--- config.mk ---
export PLATFORM = sky130hd
export DESIGN_NAME = pe_array_ibuf
export DESIGN_NICKNAME = d
export VERILOG_FILES = /design/src/rtl/pe_array_ibuf.sv
export SDC_FILE = /design/constraint.sdc
export NUM_CORES = 1
export LEC_CHECK = 0
export ABC_AREA = 1
export BUFFER_PORTS_ARGS = -buffer_cell sky130_fd_sc_hd__clkbuf_2
export CAP_MARGIN = 25
export CORE_ASPECT_RATIO = 1.5
export CORE_UTILIZATION = 50
export CTS_CLUSTER_DIAMETER = 120
export DETAILED_ROUTE_END_ITERATION = 8
export GPL_ROUTABILITY_DRIVEN = 0
export PLACE_DENSITY = 0.7
export SETUP_SLACK_MARGIN = 0.5
export SLEW_MARGIN = 20
export SYNTH_ARGS = -nofsm -noshare
export SYNTH_HDL_FRONTEND = slang
export SYNTH_SLANG_ARGS = --single-unit
--- constraint.sdc ---
create_clock -name iClk -period 3.11 [get_ports iClk]
set_input_delay 0.311 -clock iClk [delete_from_list [all_inputs] [get_ports iClk]]
set_output_delay 0.311 -clock iClk [all_outputs]
set_load 0.1 [all_outputs]
--- src/rtl/pe_array_ibuf.sv ---
// pe_array_ibuf: CP-to-PE-array instruction broadcast FIFO with NOP bubbles.
// Optional zero-latency empty bypass enabled by defining PE_IBUF_BYPASS_EN.

`ifndef DEF_PE_INS_WIDTH
`define DEF_PE_INS_WIDTH 32
`endif

module pe_array_ibuf #(
    parameter int DEPTH     = 4,
    parameter int INS_WIDTH = `DEF_PE_INS_WIDTH
) (
    input  logic                       iClk,
    input  logic                       iReset_n,
    input  logic                       iFlush,
    input  logic                       iStall,
    input  logic                       iCP_Valid,
    output logic                       oCP_Ready,
    input  logic [INS_WIDTH-1:0]       iCP_Instruction,
    input  logic [1:0]                 iCP_Predication,
    input  logic [1:0]                 iCP_Data_Selection,
    output logic [INS_WIDTH-1:0]       oIBUF_IF_Instruction,
    output logic [1:0]                 oIBUF_IF_Predication,
    output logic [1:0]                 oIBUF_IF_Data_Selection,
    output logic                       oIBUF_IF_Valid,
    output logic [$clog2(DEPTH):0]     oLevel
);

    localparam int AW = $clog2(DEPTH);
    localparam int LW = AW + 1;

    typedef struct packed {
        logic [INS_WIDTH-1:0] ins;
        logic [1:0]           pred;
        logic [1:0]           sel;
    } entry_t;

    entry_t          mem [DEPTH];
    entry_t          cp_entry;
    entry_t          head;
    logic [AW-1:0]   wr_ptr;
    logic [AW-1:0]   rd_ptr;
    logic [LW-1:0]   count;
    logic            empty;
    logic            full;
    logic            bypass;
    logic            push;
    logic            pop;

    assign cp_entry = '{ins: iCP_Instruction,
                        pred: iCP_Predication,
                        sel: iCP_Data_Selection};
    assign head     = mem[rd_ptr];

    assign empty     = (count == '0);
    assign full      = (count == LW'(DEPTH));
    assign oCP_Ready = !full;
    assign oLevel    = count;

`ifdef PE_IBUF_BYPASS_EN
    // An empty, unstalled buffer forwards the CP entry straight through.
    assign bypass = empty && iCP_Valid && !iStall && !iFlush;
`else
    assign bypass = 1'b0;
`endif

    // A bypassed entry is consumed by the IF stage directly, never stored.
    assign push = iCP_Valid && oCP_Ready && !iFlush && !bypass;
    assign pop  = !empty && !iStall && !iFlush;

    // Entry storage; written only on an accepted push.
    always_ff @(posedge iClk or negedge iReset_n) begin
        if (!iReset_n) begin
            for (int i = 0; i < DEPTH; i++) begin
                mem[i] <= '0;
            end
        end else if (push) begin
            mem[wr_ptr] <= cp_entry;
        end
    end

    // Pointers and occupancy; flush overrides any push or pop.
    always_ff @(posedge iClk or negedge iReset_n) begin
        if (!iReset_n) begin
            wr_ptr <= '0;
            rd_ptr <= '0;
            count  <= '0;
        end else if (iFlush) begin
            wr_ptr <= '0;
            rd_ptr <= '0;
            count  <= '0;
        end else begin
            if (push) begin
                wr_ptr <= wr_ptr + AW'(1);
            end
            if (pop) begin
                rd_ptr <= rd_ptr + AW'(1);
            end
            unique case ({push, pop})
                2'b10:   count <= count + LW'(1);
                2'b01:   count <= count - LW'(1);
                default: count <= count;
            endcase
        end
    end

    // Output mux: head entry, optional bypass, otherwise a NOP bubble.
    always_comb begin
        oIBUF_IF_Instruction    = '0;
        oIBUF_IF_Predication    = 2'b00;
        oIBUF_IF_Data_Selection = 2'b00;
        oIBUF_IF_Valid          = 1'b0;
        if (!empty) begin
            oIBUF_IF_Instruction    = head.ins;
            oIBUF_IF_Predication    = head.pred;
            oIBUF_IF_Data_Selection = head.sel;
            oIBUF_IF_Valid          = 1'b1;
        end else if (bypass) begin
            oIBUF_IF_Instruction    = iCP_Instruction;
            oIBUF_IF_Predication    = iCP_Predication;
            oIBUF_IF_Data_Selection = iCP_Data_Selection;
            oIBUF_IF_Valid          = 1'b1;
        end
    end

endmodule

==> results.json, run 1 <==
{
  "status": "completed",
  "dpl_cell_area_sq_um": 8482,
  "layout_common_cells": "164 x nand2_1, 147 x dfrtp_1, 145 x nor2_1",
  "track_usage_pct": 23.46,
  "synth_cell_types": 24,
  "r2r-end": "oLevel[2]",
  "path_class": "flop to output pin",
  "hpwl_um": 9704,
  "synth-seq-area-share_pct": 51.94,
  "endpoint_kind": "output pin",
  "hold_violations": 0,
  "htreeDepth": 4,
  "synth_top_family_by_area": "compound AO/OA/AOI/OAI gates",
  "synth_fa_ha_area_share_pct": 0.9632,
  "hold_ws_ns": 0.1814,
  "syn_inst": 838,
  "finalSetupViolCount": 0,
  "drt-total-wl_um": 16040,
  "area_growth_pct": 26.02,
  "r2r_start": "oLevel[1]",
  "drtIter0Drc": 342,
  "avgSynthCellArea_sq_um": 8.681,
  "muxShareOfSynthArea_pct": 0,
  "synth_seq_cells": 151,
  "period_minus_slack_ns": 2.422,
  "antenna_found_initial": 0,
  "rows": 53,
  "wl_per_cell_um": 14.58,
  "rrSetupSlack_ns": 1.09,
  "cp.required_ns": 2.80,
  "clkSinkCount": 151,
  "critPathMaxFanout": 73,
  "port_buffers": 81,
  "fin_nets": 941,
  "cts_tree": "built",
  "vias_per_cell": 5.209,
  "io_pins": 82,
  "period_share_pct": 77.88,
  "power_density_nw_per_um2": 1304,
  "tightestPinTransition_ns": 0.8129,
  "clk_pin_slew_worst_paths_ns": 0.06,
  "syn_nets": 884,
  "fin_area_sq_um": 9168,
  "setup_ws_ns": 0.6879,
  "coreArea_sq_um": 14120,
  "worstHoldStart": "iFlush",
  "diodes": 0,
  "drc_errors": 0,
  "place_ws_ns": 1.026,
  "ant_nets": 0,
  "final_common_cell": "nand2_1",
  "placed_cells": 1067,
  "fmax_mhz": 412.9,
  "hold_path_class": "input pin to flop",
  "rsz0062_at_grt": "no",
  "holdPathStages": 4,
  "grt_overflow": 0,
  "root_buffer": "clkbuf_16",
  "dieArea_sq_um": 15050,
  "vias": 5730,
  "holdPathEnd": "oLevel[1]",
  "p_leak_nw": 4.209,
  "finalSetupTns_ns": 0,
  "postCtsSetupBuffers": 0,
  "grt_max_degree": 74,
  "skew_ns": 0.007505,
  "fp.dieH_um": 149.7,
  "initial_core_util_pct": 51.50,
  "cts_buffers": 17,
  "drive_gt1_share_pct": 24.89,
  "grt_pass1_vias": 5699,
  "drt_pre_antenna_iters": 4,
  "synth-xor-area-share_pct": 0.1204,
  "ir_worst_vdd_uv": 914.2,
  "worstPathArrival_ns": 2.11,
  "drv_slew": 0,
  "clockBufferDepth": 2,
  "synth_compound_area_share_pct": 20.52,
  "syn-cell-area_sq_um": 7274,
  "slew_headroom_pct": 45.81,
  "stdcell_count": 1100,
  "crit_path_start_kind": "flop",
  "synth-simple-area-share_pct": 17.73,
  "r2r_cells": 13,
  "fp.dieW_um": 100.5,
  "cap_viol_max_count": 0,
  "yosysWarnings": 0,
  "grt_pass1_wl_um": 27610,
  "clock_latency_ns": 0.42
}
Yosys cell counts, drive strengths merged:
| cell | number | area share [%] |
|---|---|---|
| a21oi | 40 | 2.8 |
| buf | 43 | 5.6 |
| clkbuf | 11 | 0.57 |
| clkinv | 1 | 0.052 |
| dfrtp | 151 | 52 |
| fa | 1 | 0.28 |
| ha | 4 | 0.69 |
| inv | 47 | 2.5 |
| nand2 | 171 | 9.9 |
| nand3 | 2 | 0.31 |
| nor2 | 146 | 7.6 |
| o21ai | 220 | 18 |
| xnor2 | 1 | 0.12 |
power breakdown:
group	switching (mW)	internal, mW	total (mW)
sequential	0.436	2.78	3.22
clock	0.821	1.48	2.30
combinational	4.28	2.16	6.43
total	5.53	6.42	12.0
stage by stage:
stage / total power [mW] / utilization (%)
floorplan: 7.822 / -
global placement: 9.580 / 60.05
detailed placement: 9.691 / 60.05
CTS: 12.02 / 64.88
global route: 12.60 / 64.90
finish: 11.95 / 64.90
state kept, by name (all words and copies together), names as in the netlist:
signal  count
mem       144
wr_ptr      2
rd_ptr      2
oLevel      3
per-layer routing:
layer	routed length, um	global-route usage (%)	vias up
met5	0	0	-
met4	204	7.174	0
met3	544	4.017	14
met2	8089	40.34	114
met1	7198	30.15	2760
li1	-	-	2842
how the worst max path moves through the flow:
stage / start / endpoint / slack [ns] / cells past startpoint
2_1_floorplan: oLevel[2] / oIBUF_IF_Data_Selection[0] / 0.58 / 5
3_3_place_gp: rd_ptr[0] / oIBUF_IF_Predication[0] / 1.03 / 6
3_5_place_dp: rd_ptr[0] / oIBUF_IF_Predication[0] / 1.03 / 6
4_1_cts: rd_ptr[0] / oIBUF_IF_Data_Selection[1] / 0.52 / 6
5_1_grt: rd_ptr[0] / oIBUF_IF_Instruction[2] / 0.57 / 6
6_report: rd_ptr[0] / oIBUF_IF_Data_Selection[1] / 0.69 / 6
cell type report:
class                      instances  area [sq um]
sequential                       151          3784
fill                            1157          4957
inverter                          48         188.9
clock inverter                    13         219.0
tap                              192         240.2
clock buffer                      19         452.9
multi-input combinational        585          3229
timing repair buffer              92          1054
what timing repair did:
action,in CTS,in global routing
setup endpoints to repair,0,36
gates resized for setup,0,1
hold endpoints to repair,68,0
hold buffers,1,0
worst max-delay path: stages (launching register included):
cell	delay, ns
dfrtp_2	0.37
buf_6	0.48
nor2_1	0.12
nor2_1	0.12
o21ai_0	0.13
a21oi_2	0.25
buf_12	0.21
kinds of logic after synthesis:
group                    Yosys count
flip-flops                       151
AND/OR/NAND/NOR                  319
AO/OA/AOI/OAI                    260
adder cells (fa/ha/maj)            5
XOR/XNOR                           1
buffers and inverters            102
Note: power is estimated with default switching activity, not from simulation.
==> run 2: changes to the inputs <==
- clock period: 3.11 -> 2.3 ns (I/O delays scaled with it)
==> run 2 against run 1 <==
Flip-flop and latch count unchanged. Combinational power increased by 74%. Design area increased by 19%. Sequential power increased by 44%. Setup slack got worse by 0.58 ns. Critical path depth increased by 1. Highest routed layer unchanged. Count of clock-buffer cells in the layout increased by 1. First-iteration DRC count increased by 100%.
==> results.json, run 2 (synthesis gave the netlist of run 1 again) <==
{
  "wl_per_cell_um": 24.42,
  "layout_common_cells": "162 x nand2_1, 147 x dfrtp_1, 117 x nor2_1",
  "hpwl_um": 10330,
  "rsz0062_at_grt": "yes",
  "antenna_found_initial": 0,
  "drt_pre_antenna_iters": 6,
  "finalSetupTns_ns": 0,
  "place_ws_ns": 0.3797,
  "critPathMaxFanout": 7,
  "multi_input_area_sq_um": 4172,
  "hold_ws_ns": 0.1055,
  "power_density_nw_per_um2": 1738,
  "clkSinkCount": 151,
  "cts_buffers": 17,
  "top_register": "mem",
  "dieArea_sq_um": 15050,
  "drive_gt1_share_pct": 40.35,
  "fmax_mhz": 455.6,
  "r2r_cells": 14,
  "placed_cells": 1071,
  "period_share_pct": 95.43,
  "final_common_cell": "nand2_1",
  "clock_latency_ns": 0.43,
  "hold_path_class": "input pin to flop",
  "tightestPinTransition_ns": 0.5741,
  "root_buffer": "clkbuf_16",
  "hold_violations": 0,
  "stdcell_count": 1176,
  "grt_pass1_vias": 6113,
  "fin_nets": 1017,
  "initial_core_util_pct": 51.50,
  "n_fill_cell": 828,
  "drv_slew": 0,
  "worstPathArrival_ns": 1.96,
  "io_pins": 82,
  "ant_nets": 0,
  "drt-total-wl_um": 28720,
  "rows": 53,
  "holdPathStages": 3,
  "fp.dieW_um": 100.5,
  "htreeDepth": 4,
  "crit_path_start_kind": "flop",
  "grt_pass1_wl_um": 30060,
  "vias_per_cell": 6.231,
  "coreArea_sq_um": 14120,
  "period_minus_slack_ns": 2.195,
  "clockBufferDepth": 2,
  "drtIter0Drc": 687,
  "cp.required_ns": 2.07,
  "slew_headroom_pct": 61.72,
  "cts_tree": "built",
  "finalSetupViolCount": 0,
  "grt_max_degree": 73,
  "area_growth_pct": 49.38,
  "drc_errors": 0,
  "fp.dieH_um": 149.7,
  "p_leak_nw": 4.758,
  "clk_pin_slew_worst_paths_ns": 0.06,
  "path_class": "flop to output pin",
  "setup_ws_ns": 0.1052,
  "ir_worst_vdd_uv": 1598,
  "status": "completed",
  "largest_reg_flops": 144,
  "track_usage_pct": 25.85,
  "skew_ns": 0.007398,
  "endpoint_kind": "output pin",
  "regArea_sq_um": 3791,
  "vias": 7328,
  "cap_viol_max_count": 0,
  "diodes": 0,
  "utilization_pct": 76.93,
  "grt_overflow": 0,
  "port_buffers": 81
}
==> run 2: layout make-up <==
| cell class | count | area share, % |
|---|---|---|
| tap | 192 | 2.211 |
| clock buffer | 20 | 4.203 |
| timing repair buffer | 139 | 16.34 |
| inverter | 48 | 2.084 |
| sequential | 151 | 34.89 |
| multi-input combinational | 612 | 38.39 |
| timing repair inverter | 2 | 0.2879 |
| clock inverter | 12 | 1.600 |
==> run 2: worst max-delay path, cell delays in order, from the launching register on <==
cell and delay [ns]:
dfrtp_2 0.43, buf_6 0.18, clkbuf_16 0.17, nor2_2 0.05, nor2_2 0.22, o21ai_2 0.11, a21oi_4 0.18, buf_12 0.19
==> run 2: where the power goes <==
part / leakage [nW] / switching, mW / internal (mW)
Combinational: 2.52 / 7.11 / 4.10
Clock: 0.298 / 1.16 / 1.87
Sequential: 1.94 / 0.866 / 3.77
Total: 4.76 / 9.13 / 9.75
==> run 2: path summary, 6_finish.rpt <==
path | startpoint | to | slack (ns)
setup / recovery | rd_ptr[0] | oIBUF_IF_Predication[0] | 0.11
hold / removal | iCP_Instruction[6] | mem[118] | 0.11
setup reg to reg | oLevel[0] | oLevel[2] | 0.22
hold reg to reg | mem[118] | mem[118] | 0.48
max in group asynchronous | iReset_n | mem[100] | 1.23
min in group asynchronous | iReset_n | mem[95] | 0.36
==> run 2: metrics by stage <==
step	power [mW]	cell area [sq um]
6_report	18.88	10870
5_1_grt	19.56	10870
4_1_cts	17.15	9618
3_5_place_dp	13.42	8660
3_3_place_gp	13.26	8660
2_1_floorplan	10.78	7751
==> run 2: what timing repair did <==
action                                  in CTS  in global routing
cloned                                       3                 35
gates resized for setup                    103                132
endpoints found under the setup margin      40                144
pin swaps                                    2                 41
hold endpoints to repair                    54                  0
setup buffers                               10                 24
hold buffers                                 1                  0
==> run 2: routing by layer <==
| metal | vias up | track usage (%) | part of all wire, % |
|---|---|---|---|
| li1 | 3040 | - | - |
| met1 | 3480 | 32.58 | 33 |
| met2 | 580 | 43.56 | 48 |
| met3 | 228 | 4.858 | 11 |
| met4 | 0 | 10.65 | 8.8 |
| met5 | - | 0 | 0 |
